[src/rtl/nibble_serial_adder.sv]
// Multi-cycle WIDTH-bit adder: one 4-bit ripple nibble per clock, LSB first,
// with the inter-nibble carry registered so the critical path is one 4-bit stage.
module nibble_serial_adder #(
    parameter int unsigned WIDTH = 16
) (
    input  logic             clk,
    input  logic             rst,
    input  logic             start,
    input  logic [WIDTH-1:0] a,
    input  logic [WIDTH-1:0] b,
    input  logic             cin,
    output logic             busy,
    output logic             done,
    output logic [WIDTH-1:0] sum,
    output logic             cout
);

    localparam int unsigned NIB   = WIDTH / 4;
    localparam int unsigned IDX_W = (NIB > 1) ? $clog2(NIB) : 1;

    localparam logic [1:0] S_IDLE = 2'd0;
    localparam logic [1:0] S_RUN  = 2'd1;
    localparam logic [1:0] S_DONE = 2'd2;

    logic [1:0]       state_q, state_d;
    logic [IDX_W-1:0] idx_q, idx_d;
    logic             carry_q, carry_d;
    logic [WIDTH-1:0] a_q, a_d;
    logic [WIDTH-1:0] b_q, b_d;
    logic [WIDTH-1:0] sum_q, sum_d;
    logic             cout_q, cout_d;
    logic             busy_q, busy_d;
    logic             done_q, done_d;

    logic [3:0] a_nib, b_nib, s4;
    logic [4:0] rc;
    logic       c4;

    // Pick the operand nibbles addressed by the current index.
    always_comb begin
        a_nib = '0;
        b_nib = '0;
        for (int unsigned i = 0; i < NIB; i++) begin
            if (idx_q == IDX_W'(i)) begin
                a_nib = a_q[4*i +: 4];
                b_nib = b_q[4*i +: 4];
            end
        end
    end

    // 4-bit ripple-carry stage fed by the registered carry.
    always_comb begin
        rc    = '0;
        s4    = '0;
        rc[0] = carry_q;
        for (int unsigned j = 0; j < 4; j++) begin
            s4[j]   = a_nib[j] ^ b_nib[j] ^ rc[j];
            rc[j+1] = (a_nib[j] & b_nib[j]) | (rc[j] & (a_nib[j] ^ b_nib[j]));
        end
        c4 = rc[4];
    end

    always_comb begin
        state_d = state_q;
        idx_d   = idx_q;
        carry_d = carry_q;
        a_d     = a_q;
        b_d     = b_q;
        sum_d   = sum_q;
        cout_d  = cout_q;

        case (state_q)
            S_IDLE, S_DONE: begin
                if (start) begin
                    a_d     = a;
                    b_d     = b;
                    carry_d = cin;
                    sum_d   = '0;
                    cout_d  = 1'b0;
                    idx_d   = '0;
                    state_d = S_RUN;
                end else begin
                    state_d = S_IDLE;
                end
            end
            S_RUN: begin
                for (int unsigned i = 0; i < NIB; i++) begin
                    if (idx_q == IDX_W'(i)) begin
                        sum_d[4*i +: 4] = s4;
                    end
                end
                carry_d = c4;
                if (idx_q == IDX_W'(NIB - 1)) begin
                    cout_d  = c4;
                    idx_d   = '0;
                    state_d = S_DONE;
                end else begin
                    idx_d = idx_q + IDX_W'(1);
                end
            end
            default: state_d = S_IDLE;
        endcase

        busy_d = (state_d == S_RUN);
        done_d = (state_d == S_DONE);
    end

    always_ff @(posedge clk) begin
        if (rst) begin
            state_q <= S_IDLE;
            idx_q   <= '0;
            carry_q <= 1'b0;
            a_q     <= '0;
            b_q     <= '0;
            sum_q   <= '0;
            cout_q  <= 1'b0;
            busy_q  <= 1'b0;
            done_q  <= 1'b0;
        end else begin
            state_q <= state_d;
            idx_q   <= idx_d;
            carry_q <= carry_d;
            a_q     <= a_d;
            b_q     <= b_d;
            sum_q   <= sum_d;
            cout_q  <= cout_d;
            busy_q  <= busy_d;
            done_q  <= done_d;
        end
    end

    assign busy = busy_q;
    assign done = done_q;
    assign sum  = sum_q;
    assign cout = cout_q;

endmodule

[config.mk]
export PLATFORM = sky130hd
export DESIGN_NAME = nibble_serial_adder
export DESIGN_NICKNAME = d
export VERILOG_FILES = /design/src/rtl/nibble_serial_adder.sv
export SDC_FILE = /design/constraint.sdc
export NUM_CORES = 1
export LEC_CHECK = 0
export CAP_MARGIN = 40
export CORE_MARGIN = 3
export CORE_UTILIZATION = 55
export CTS_BUF_LIST = sky130_fd_sc_hd__clkbuf_4
export DETAILED_ROUTE_END_ITERATION = 10
export PLACE_DENSITY = 0.86
export SYNTH_ARGS = -nofsm -noshare
export SYNTH_HDL_FRONTEND = slang
export SYNTH_SLANG_ARGS = --single-unit
[constraint.sdc]
create_clock -name clk -period 5.6 [get_ports clk]
set_clock_uncertainty 0.1 [all_clocks]
set_input_delay 0.56 -clock clk [delete_from_list [all_inputs] [get_ports clk]]
set_output_delay 0.56 -clock clk [all_outputs]
set_load 0.1 [all_outputs]
==> run summary, run 1 <==
======================================================================================================
Status                                                                                    finished, final reports clean
Final setup violation count                                                                          0
Total length of routed wires                                                                   5992 um
Total of cells resized after clock tree synthesis                                                    0
Source-to-sink clock delay at the later pin of the worst-skew pair                             0.38 ns
Adder and majority cell fraction of the synthesized area                                        5.263%
Worst-case headroom to the max-slew limit                                                       39.43%
Post-synth EDFFs                                                                                     0
Chip Width                                                                                    73.05 um
Row cnt                                                                                             23
Average wire per cell in the routed design                                                    14.27 um
Combinational family with the most area after synthesis                                   simple AND/OR/NAND/NOR gates
CP cell instances                                                                         ha_1, nor2_1, a31oi_1, fa_1, inv_1, fa_1, inv_1, fa_1, fa_1, nand2_1, a21oi_1
Via count                                                                                         2288
Type of the setup path with the least slack                                               register to register
Quantity of I/O buffers inserted on ports                                                           54
Largest driver fanout on the critical path                                                          15
Final hold violation count                                                                           0
Initial core utilization                                                                        59.25%
Cell repeated most along the worst path                                                   sky130_fd_sc_hd__fa_1
Category of the worst setup path capture point                                                register
Unrepaired setup endpoints after global routing                                                  false
Crit path largest cell delay                                                                   0.59 ns
Filler cell count in the final layout                                                              282
Main flop type after synthesis                                                            sky130_fd_sc_hd__dfxtp_1
Final period util                                                                               63.47%
Total iterations of the first detailed-routing run                                                   4
Number of nets still failing antenna checks after routing                                            0
Total power density per cell area                                                         226.5 nW/um2
Share of post-route cells with drive strength above 1                                           8.378%
Yosys top cell area share                                                                       45.34%
Synth-to-layout area growth                                                                     35.53%
Clock root buffer                                                                         sky130_fd_sc_hd__clkbuf_4
Area of the die                                                                               5336 um2
H-tree levels                                                                                        2
Slew at the pin with the worst max-slew slack                                                0.9086 ns
Placeable core region                                                                         4173 um2
Synth Cell Area                                                                               2472 um2
Count of mapped cells out of synthesis                                                             308
Final #Nets                                                                                        414
Number of sinks driven by the clock tree                                                            56
Final TNS setup                                                                                   0 ns
Vert. Die Dim                                                                                 73.05 um
Fmax                                                                                         281.4 MHz
Global-route wire length before repair                                                         9936 um
Clock transition at the register clock pins on the worst setup and hold paths after CTS        0.15 ns
Tmin final                                                                                    3.554 ns
Seq pwr share                                                                                    56.7%
Combinational fraction of design power                                                           20.9%
Largest vdd supply drop                                                                      0.1527 mV
Average cell area after synthesis                                                            8.027 um2
Violation count after the first detailed-routing iteration                                         149
Max-cap violations                                                                                   0
Classification of the worst-slack hold path                                               primary input to register
Number of global-route vias before repair                                                         2174
Max-slew violations                                                                                  0
Multiplexer share of the synthesized area                                                       2.429%
Cell count after placement                                                                         413
Number of setup buffers added after CTS                                                              0
Simple-gate area share of the yosys netlist                                                     29.05%
Overall global routing resource usage                                                           23.83%
Number of cells in the finished layout apart from fillers                                          420
Total clock buffers created by CTS                                                                   5
Global placer's final weighted congestion                                                       0.8307
Proportion of total power due to net switching                                                  29.15%
Number of diodes added for antenna fixing                                                            0
Number of unique standard cell types used by synthesis                                              26
Required time of the critical path                                                             5.82 ns
Top-Level Pins                                                                                      55
Worst-case clock buffer depth                                                                        2
Cell with the largest stage delay on the worst path                                       sky130_fd_sc_hd__fa_1
HPWL after detailed placement                                                                  4481 um
Flip-flop and latch count after synthesis                                                           56
Leakage                                                                                       1.253 nW
CTS tree                                                                                         built
Register area share after synthesis                                                             45.34%
Number of synthesis warnings                                                                         0
Cell type contributing the most total cell area after synthesis                           sky130_fd_sc_hd__dfxtp_1
Fraction of the mapped netlist area in compound gates                                           12.85%
DRC violations left                                                                                  0
Synth Area in XOR/XNOR                                                                              0%
Internal                                                                                     0.5377 mW
Number of hold buffers added after CTS                                                               0
Relative contribution of the clock network to total power                                        22.4%
Initial antenna violation count                                                                      0
Grt total ovfl                                                                                       0
Vias per cell                                                                                    5.448
Total nets after synthesis                                                                         352
Leading post-synthesis cells by cell area                                                 sky130_fd_sc_hd__dfxtp_1 (45%), sky130_fd_sc_hd__nand2_1 (15%), sky130_fd_sc_hd__a21oi_1 (9.7%)
Pin count of the biggest net entering global routing                                                52
Endpoint arrival time on the critical path                                                     3.78 ns
Share of synthesized flip-flops with an asynchronous set or reset                                   0%
Net switching power                                                                          0.2213 mW
Kind of launch point of the worst setup path                                                  register
======================================================================================================
power groups by stage:
stage	Combinational (mW)	Sequential, mW	Clock (mW)
final	0.159	0.430	0.170
after global routing	0.173	0.432	0.183
after CTS	0.159	0.430	0.170
after detailed placement	0.159	0.439	0
after global placement	0.139	0.438	0
after floorplan	0.0779	0.456	0
flip-flops by register name, summed over array words and instances (netlist names):
signal	cells
cout	1
carry_q	1
done	1
state_q	2
sum	16
b_q	16
a_q	16
idx_q	2
busy	1
metrics by stage:
step                      hold slack, ns  cell area (um2)  setup slack (ns)  power, mW  utilization, %
after floorplan                   0.3312             2472             2.471     0.5335               -
after global placement            0.3459             2968             2.247     0.5777           71.12
after detailed placement          0.3489             3301             2.084     0.5978           79.10
after CTS                         0.3395             3351             2.047     0.7595           80.30
after global routing              0.3483             3351             1.724     0.7883           80.30
final                             0.3366             3351             2.046     0.7589           80.30
routing by layer:
metal | share of wire (%) | track usage [%]
met3 | 4.7 | 3.719
met5 | 0 | 0
met1 | 42 | 29.16
met2 | 50 | 40.32
met4 | 3.1 | 11.89
kinds of logic after synthesis:
family                     after synthesis
adders and majority gates                8
DFF                                     56
AOI/OAI and AO/OA                       60
muxes                                    6
buffers and inverters                   25
and+or+nand+nor                        153
placed cells by master (no fill, tap or decap), drive strengths merged:
cell type | netlist | layout
a31oi | 6 | 6
fa | 4 | 4
nand4b | 4 | 4
or3 | 1 | 1
nand2 | 100 | 100
a22oi | 1 | 1
or2b | 4 | 4
a21oi | 48 | 48
ha | 4 | 4
buf | 15 | 23
o211ai | 2 | 2
nand3b | 10 | 10
o21a | 1 | 1
clkdlybuf4s50 | 0 | 53
and2b | 1 | 1
nand3 | 16 | 16
and3b | 4 | 4
o21ai | 2 | 2
nor2b | 3 | 3
clkinv | 0 | 1
clkbuf | 6 | 6
inv | 4 | 4
mux2i | 6 | 6
nor2 | 6 | 6
nand2b | 4 | 4
dfxtp | 56 | 56
Yosys cell counts (4+ instances only):
| master | count |
|---|---|
| sky130_fd_sc_hd__a21oi_1 | 48 |
| sky130_fd_sc_hd__a31oi_1 | 6 |
| sky130_fd_sc_hd__and3b_1 | 4 |
| sky130_fd_sc_hd__buf_2 | 10 |
| sky130_fd_sc_hd__buf_4 | 5 |
| sky130_fd_sc_hd__clkbuf_1 | 6 |
| sky130_fd_sc_hd__dfxtp_1 | 56 |
| sky130_fd_sc_hd__fa_1 | 4 |
| sky130_fd_sc_hd__ha_1 | 4 |
| sky130_fd_sc_hd__inv_1 | 4 |
| sky130_fd_sc_hd__mux2i_1 | 6 |
| sky130_fd_sc_hd__nand2_1 | 100 |
| sky130_fd_sc_hd__nand3_1 | 16 |
| sky130_fd_sc_hd__nand3b_1 | 10 |
| sky130_fd_sc_hd__nand4b_1 | 4 |
| sky130_fd_sc_hd__nor2_1 | 6 |
| sky130_fd_sc_hd__or2b_1 | 4 |
path summary, 6_finish.rpt:
path	startpoint	end	slack (ns)	cells past startpoint
max reg2reg	idx_q[0]$_SDFFE_PP0P_	sum[15]$_SDFFE_PP0P_	2.05	11
max	idx_q[0]$_SDFFE_PP0P_	sum[15]$_SDFFE_PP0P_	2.05	11
min reg2reg	b_q[6]$_SDFFE_PP0P_	b_q[6]$_SDFFE_PP0P_	0.36	2
min	rst	sum[12]$_SDFFE_PP0P_	0.34	2
area by class of cell:
class / count / area (um2) / area share (%)
flip-flops and latches: 56 / 1121 / 33.46
repair buffers: 76 / 875.8 / 26.14
well taps: 50 / 62.56 / 1.867
multi-input cells: 227 / 1226 / 36.59
clock inverters: 1 / 5.005 / 0.1494
inverters: 4 / 15.01 / 0.4481
clock buffers: 6 / 45.04 / 1.344
critical path: cells and delay by family (launching register included):
family / cells / cell delay (ns)
adders and majority gates: 5 / 1.99
and+or+nand+nor: 2 / 0.54
DFF: 1 / 0.38
AOI/OAI and AO/OA: 2 / 0.35
buffers and inverters: 2 / 0.13
(Power assumes the default switching activity.)
==> run 2, diff against run 1 <==
--- a/config.mk
+++ b/config.mk
@@ -7,10 +7,10 @@
 export LEC_CHECK = 0
 export CAP_MARGIN = 40
 export CORE_MARGIN = 3
-export CORE_UTILIZATION = 55
+export CORE_UTILIZATION = 52
 export CTS_BUF_LIST = sky130_fd_sc_hd__clkbuf_4
 export DETAILED_ROUTE_END_ITERATION = 10
-export PLACE_DENSITY = 0.86
+export PLACE_DENSITY = 0.82
 export SYNTH_ARGS = -nofsm -noshare
 export SYNTH_HDL_FRONTEND = slang
 export SYNTH_SLANG_ARGS = --single-unit
==> constraint.sdc (replaced) <==
create_clock -name clk -period 3.7 [get_ports clk]
set_clock_uncertainty 0.1 [all_clocks]
set_input_delay 0.37 -clock clk [delete_from_list [all_inputs] [get_ports clk]]
set_output_delay 0.37 -clock clk [all_outputs]
set_load 0.1 [all_outputs]
==> run summary, run 2 (same netlist as run 1, synthesis figures left out) <==
======================================================================================================
Clock transition at the register clock pins on the worst setup and hold paths after CTS        0.16 ns   was 0.15 ns
Placeable core region                                                                         4474 um2   was 4173 um2
H-tree levels                                                                                        2   unchanged
Number of setup buffers added after CTS                                                              0   unchanged
Number of cells in the finished layout apart from fillers                                          425   was 420
Total of cells resized after clock tree synthesis                                                    0   unchanged
Area of the die                                                                               5618 um2   was 5336 um2
Number of diodes added for antenna fixing                                                            0   unchanged
Vert. Die Dim                                                                                 74.96 um   was 73.05 um
CTS tree                                                                                         built   unchanged
Combinational fraction of design power                                                           20.7%   was 20.9%
Wire length on met2                                                                            2905 um   was 3025 um
Hold Path Origin                                                                                   rst   unchanged
Proportion of total power due to net switching                                                  29.71%   was 29.15%
Average wire per cell in the routed design                                                    13.38 um   was 14.27 um
Via count                                                                                         2227   was 2288
Met3 WL post-DR                                                                                 234 um   was 281 um
Global-route wire length before repair                                                         9542 um   was 9936 um
Chip Width                                                                                    74.96 um   was 73.05 um
DRC violations left                                                                                  0   unchanged
Final Core Density                                                                              75.36%   was 80.30%
Top library cells by usage in the layout, fill and taps aside                             sky130_fd_sc_hd__nand2_1 (100), sky130_fd_sc_hd__dfxtp_1 (56), sky130_fd_sc_hd__clkdlybuf4s50_1 (53), sky130_fd_sc_hd__a21oi_1 (48), sky130_fd_sc_hd__buf_8 (21)   was sky130_fd_sc_hd__nand2_1 (100), sky130_fd_sc_hd__dfxtp_1 (56), sky130_fd_sc_hd__clkdlybuf4s50_1 (53), sky130_fd_sc_hd__a21oi_1 (48), sky130_fd_sc_hd__buf_8 (19)
Grt total ovfl                                                                                       0   unchanged
Category of the worst setup path capture point                                                register   unchanged
Flip-flop and latch area                                                                      1121 um2   unchanged
Fmax                                                                                         298.6 MHz   was 281.4 MHz
Number of nets still failing antenna checks after routing                                            0   unchanged
Synth-to-layout area growth                                                                     36.39%   was 35.53%
Critical Path Source                                                                      idx_q[0]$_SDFFE_PP0P_   unchanged
Number of hold buffers added after CTS                                                               0   unchanged
Final TNS setup                                                                                   0 ns   unchanged
Vias per cell                                                                                    5.240   was 5.448
Clock root buffer                                                                         sky130_fd_sc_hd__clkbuf_4   unchanged
Filler cell count in the final layout                                                              335   was 282
Initial antenna violation count                                                                      0   unchanged
Met1 wire length                                                                               2450 um   was 2501 um
Unrepaired setup endpoints after global routing                                                  false   unchanged
Relative contribution of the clock network to total power                                        22.6%   was 22.4%
Worst-case headroom to the max-slew limit                                                       58.64%   was 39.43%
Status                                                                                    finished, final reports clean   unchanged
Initial core utilization                                                                        55.26%   was 59.25%
Largest vdd supply drop                                                                      0.1980 mV   was 0.1527 mV
Final hold violation count                                                                           0   unchanged
Final setup violation count                                                                          0   unchanged
Pin count of the biggest net entering global routing                                                37   was 52
Most common library cell in the layout ignoring fill and taps                             sky130_fd_sc_hd__nand2_1   unchanged
Final #Nets                                                                                        416   was 414
Cell count after placement                                                                         417   was 413
Slew at the pin with the worst max-slew slack                                                0.6204 ns   was 0.9086 ns
Overall global routing resource usage                                                           21.95%   was 23.83%
Top-Level Pins                                                                                      55   unchanged
Largest driver fanout on the critical path                                                          11   was 15
Tmin final                                                                                    3.349 ns   was 3.554 ns
Source of the worst register-to-register timing path                                      idx_q[0]$_SDFFE_PP0P_   unchanged
Row cnt                                                                                             24   was 23
Number of sinks driven by the clock tree                                                            56   unchanged
Share of post-route cells with drive strength above 1                                           9.115%   was 8.378%
Classification of the worst-slack hold path                                               primary input to register   unchanged
Type of the setup path with the least slack                                               register to register   unchanged
Final period util                                                                               90.51%   was 63.47%
Highest metal layer with signal wires                                                             met4   unchanged
Internal                                                                                     0.8080 mW   was 0.5377 mW
Net switching power                                                                          0.3415 mW   was 0.2213 mW
Kind of launch point of the worst setup path                                                  register   unchanged
Required time of the critical path                                                             3.92 ns   was 5.82 ns
Total clock buffers created by CTS                                                                   5   unchanged
Quantity of I/O buffers inserted on ports                                                           54   unchanged
Total iterations of the first detailed-routing run                                                   4   unchanged
Area taken by multi-input logic gates                                                         1229 um2   was 1226 um2
Max-cap violations                                                                                   0   unchanged
Number of global-route vias before repair                                                         2122   was 2174
Endpoint arrival time on the critical path                                                     3.57 ns   was 3.78 ns
Violation count after the first detailed-routing iteration                                         195   was 149
Total length of routed wires                                                                   5685 um   was 5992 um
Total power density per cell area                                                         340.9 nW/um2   was 226.5 nW/um2
Worst-case clock buffer depth                                                                        2   unchanged
Global placer's final weighted congestion                                                       0.8525   was 0.8307
Max-slew violations                                                                                  0   unchanged
Leakage                                                                                       1.255 nW   was 1.253 nW
Seq pwr share                                                                                    56.7%   about the same
Source-to-sink clock delay at the later pin of the worst-skew pair                             0.37 ns   was 0.38 ns
HPWL after detailed placement                                                                  4417 um   was 4481 um
======================================================================================================
## run 2: power by group through the flow
stage | registers (mW) | clock network [mW] | logic, mW
after CTS | 0.652 | 0.262 | 0.239
after global placement | 0.663 | 0 | 0.212
after global routing | 0.656 | 0.283 | 0.260
final | 0.652 | 0.260 | 0.238
after floorplan | 0.690 | 0 | 0.118
after detailed placement | 0.665 | 0 | 0.238
## run 2: layout make-up
cell class	instances	area share, %
multi-input combinational	227	36.44
sequential	56	33.25
timing repair buffer	78	26.27
tap	52	1.930
clock buffer	5	1.113
clock inverter	3	0.5566
inverter	4	0.4453
## run 2: per-layer routing
metal  GRT usage, %  vias to the layer above
li1               -                     1149
met1          25.79                     1004
met2          38.88                       64
met3          4.940                       10
met4          8.103                        0
met5              0                        -
## run 2: through the flow
step	hold WS, ns	cell area, um2	setup WS [ns]	power [mW]
global placement	0.3443	2978	0.3628	0.8754
detailed placement	0.3498	3313	0.2670	0.9028
finish	0.2914	3372	0.3511	1.149
floorplan	0.3312	2472	0.5712	0.8075
global route	0.2924	3372	0.1461	1.199
CTS	0.2859	3369	0.2436	1.152
## run 2: worst paths after layout
path                            cells past startpoint                  end  slack [ns]
worst max-delay path                               12  sum[7]$_SDFFE_PP0P_        0.35
worst min-delay path                                2      done$_SDFF_PP0_        0.29
worst max register to register                     12  sum[7]$_SDFFE_PP0P_        0.35
worst min register to register                      2  b_q[5]$_SDFFE_PP0P_        0.37
## run 2: worst max-delay path, cell delays in order, from the launching register on
cell and delay [ns]:
sky130_fd_sc_hd__dfxtp_1 0.44, sky130_fd_sc_hd__inv_1 0.10, sky130_fd_sc_hd__ha_1 0.33, sky130_fd_sc_hd__nor2_2 0.33, sky130_fd_sc_hd__a31oi_1 0.16, sky130_fd_sc_hd__fa_1 0.40
sky130_fd_sc_hd__inv_1 0.07, sky130_fd_sc_hd__fa_1 0.16, sky130_fd_sc_hd__inv_1 0.05, sky130_fd_sc_hd__fa_1 0.38, sky130_fd_sc_hd__fa_1 0.56, sky130_fd_sc_hd__nand2_1 0.06
sky130_fd_sc_hd__a21oi_1 0.13
==> run 3, diff against run 2 <==
--- a/config.mk
+++ b/config.mk
@@ -10,6 +10,7 @@
 export CORE_UTILIZATION = 52
 export CTS_BUF_LIST = sky130_fd_sc_hd__clkbuf_4
 export DETAILED_ROUTE_END_ITERATION = 10
+export MAX_ROUTING_LAYER = met4
 export PLACE_DENSITY = 0.82
 export SYNTH_ARGS = -nofsm -noshare
 export SYNTH_HDL_FRONTEND = slang
==> run summary, run 3 (same netlist as run 1, synthesis figures left out) <==
======================================================================================================
Worst-case headroom to the max-slew limit                                                       55.44%   was 58.64%
Average wire per cell in the routed design                                                    13.42 um   was 13.38 um
Largest driver fanout on the critical path                                                          11   unchanged
Quantity of I/O buffers inserted on ports                                                           54   unchanged
DRC violations left                                                                                  0   unchanged
Max-cap violations                                                                                   0   unchanged
HPWL after detailed placement                                                                  4236 um   was 4417 um
Total power density per cell area                                                         359.0 nW/um2   was 340.9 nW/um2
Source-to-sink clock delay at the later pin of the worst-skew pair                             0.37 ns   about the same
CP cell instances                                                                         inv_1, ha_1, nor2_2, a31oi_1, fa_1, inv_1, fa_1, inv_1, fa_1, fa_1, nand2_1, a21oi_1   unchanged
Cell repeated most along the worst path                                                   sky130_fd_sc_hd__fa_1   unchanged
Crit path largest cell delay                                                                   0.57 ns   was 0.56 ns
Number of sinks driven by the clock tree                                                            56   unchanged
Leakage                                                                                       1.276 nW   was 1.255 nW
Overall global routing resource usage                                                           21.96%   was 21.95%
H-tree levels                                                                                        2   unchanged
Fmax                                                                                         299.1 MHz   was 298.6 MHz
Final TNS setup                                                                                   0 ns   unchanged
Number of setup buffers added after CTS                                                              0   unchanged
Clock transition at the register clock pins on the worst setup and hold paths after CTS        0.15 ns   was 0.16 ns
Worst path bufs/invs                                                                                 3   unchanged
Max-slew violations                                                                                  0   unchanged
Status                                                                                    finished, final reports clean   unchanged
Top-Level Pins                                                                                      55   unchanged
Number of nets still failing antenna checks after routing                                            0   unchanged
Placeable core region                                                                         4474 um2   unchanged
Largest vdd supply drop                                                                      0.2092 mV   was 0.1980 mV
Most common library cell in the layout ignoring fill and taps                             sky130_fd_sc_hd__nand2_1   unchanged
Total iterations of the first detailed-routing run                                                   4   unchanged
Unrepaired setup endpoints after global routing                                                  false   unchanged
Number of cells in the finished layout apart from fillers                                          425   unchanged
Hold Path Origin                                                                                   rst   unchanged
Power consumption                                                                             1.219 mW   was 1.149 mW
Vert. Die Dim                                                                                 74.96 um   unchanged
Via count                                                                                         2280   was 2227
Top library cells by usage in the layout, fill and taps aside                             sky130_fd_sc_hd__nand2_1 (100), sky130_fd_sc_hd__dfxtp_1 (56), sky130_fd_sc_hd__clkdlybuf4s50_1 (53), sky130_fd_sc_hd__a21oi_1 (48), sky130_fd_sc_hd__buf_8 (21)   unchanged
Cell count after placement                                                                         417   unchanged
Final period util                                                                               90.35%   was 90.51%
Cell with the largest stage delay on the worst path                                       sky130_fd_sc_hd__fa_1   unchanged
Synth-to-layout area growth                                                                     37.35%   was 36.39%
Violation count after the first detailed-routing iteration                                         130   was 195
Initial antenna violation count                                                                      0   unchanged
Filler cell count in the final layout                                                              329   was 335
Category of the worst setup path capture point                                                register   unchanged
Global-route wire length before repair                                                         9342 um   was 9542 um
Clock root buffer                                                                         sky130_fd_sc_hd__clkbuf_4   unchanged
Critical Path Source                                                                      idx_q[0]$_SDFFE_PP0P_   unchanged
Cell class contributing the biggest share of worst-path delay                              adder cells   unchanged
Endpoint arrival time on the critical path                                                     3.56 ns   was 3.57 ns
Slew at the pin with the worst max-slew slack                                                0.6684 ns   was 0.6204 ns
Source of the worst register-to-register timing path                                      idx_q[0]$_SDFFE_PP0P_   unchanged
Grt total ovfl                                                                                       0   unchanged
Final setup violation count                                                                          0   unchanged
Worst-case clock buffer depth                                                                        2   unchanged
Share of post-route cells with drive strength above 1                                           9.383%   was 9.115%
Total length of routed wires                                                                   5702 um   was 5685 um
Classification of the worst-slack hold path                                               primary input to register   unchanged
Vias per cell                                                                                    5.365   was 5.240
Number of global-route vias before repair                                                         2184   was 2122
Kind of launch point of the worst setup path                                                  register   unchanged
Total clock buffers created by CTS                                                                   5   unchanged
Row cnt                                                                                             24   unchanged
Pin count of the biggest net entering global routing                                                36   was 37
Initial core utilization                                                                        55.26%   unchanged
Required time of the critical path                                                             3.92 ns   about the same
Chip Width                                                                                    74.96 um   unchanged
Final hold violation count                                                                           0   unchanged
Tmin final                                                                                    3.343 ns   was 3.349 ns
Global placer's final weighted congestion                                                       0.8660   was 0.8525
Number of diodes added for antenna fixing                                                            0   unchanged
Final #Nets                                                                                        416   unchanged
Type of the setup path with the least slack                                               register to register   unchanged
CTS tree                                                                                         built   unchanged
Area of the die                                                                               5618 um2   unchanged
======================================================================================================
run 3: cell types whose count changed in the layout (fill, tap and decap cells not counted), sizes merged:
cell,delta
clkinvlp,-2
clkbuf,+1
bufinv,+1
run 3: final timing paths:
| kind | endpoint | slack (ns) | depth (start not counted) |
|---|---|---|---|
| setup reg to reg | sum[7]$_SDFFE_PP0P_ | 0.36 | 12 |
| setup / recovery | sum[7]$_SDFFE_PP0P_ | 0.36 | 12 |
| hold reg to reg | b_q[2]$_SDFFE_PP0P_ | 0.36 | 2 |
| hold / removal | state_q[0]$_SDFF_PP0_ | 0.30 | 2 |
run 3: worst register-to-register path, delay by kind of cell (launching register included):
family                   cells  cell delay (ns)
AO/OA/AOI/OAI                2             0.28
adder cells (fa/ha/maj)      5             1.87
buffers and inverters        3             0.21
flip-flops                   1             0.43
AND/OR/NAND/NOR              2             0.39
run 3: area by class of cell:
cell class	instances	area [um2]	area share, %
Sequential cell	56	1121	33.01
Clock inverter	2	35.03	1.032
Inverter	4	15.01	0.4422
Clock buffer	6	45.04	1.326
Multi-Input combinational cell	227	1229	36.18
Timing Repair Buffer	78	885.9	26.09
Tap cell	52	65.06	1.916
run 3: metal layers:
layer	routed length, um	global-route usage (%)	vias to the layer above
met3	297	4.806	14
li1	-	-	1150
met1	2399	24.46	1048
met5	0	-	-
met2	2868	38.10	68
met4	136	8.498	0
run 3: power breakdown:
group	internal (mW)	total (mW)	switching [mW]
Clock	0.149	0.330	0.181
Combinational	0.104	0.238	0.134
Sequential	0.632	0.651	0.0192
run 3: timing repair:
action,4_1_cts,5_1_grt
endpoints found under the setup margin,0,4
resized for setup,0,1
hold buffers,0,0
run 3: through the flow:
stage	cell area (um2)	hold WS, ns	utilization, %	worst slack (ns)
final	3396	0.2984	75.89	0.3569
after global routing	3396	0.3003	75.89	0.1119
after CTS	3393	0.2959	75.84	0.2431
after detailed placement	3313	0.3480	74.05	0.2768
after global placement	2978	0.3442	66.55	0.3554
after floorplan	2472	0.3312	-	0.5712
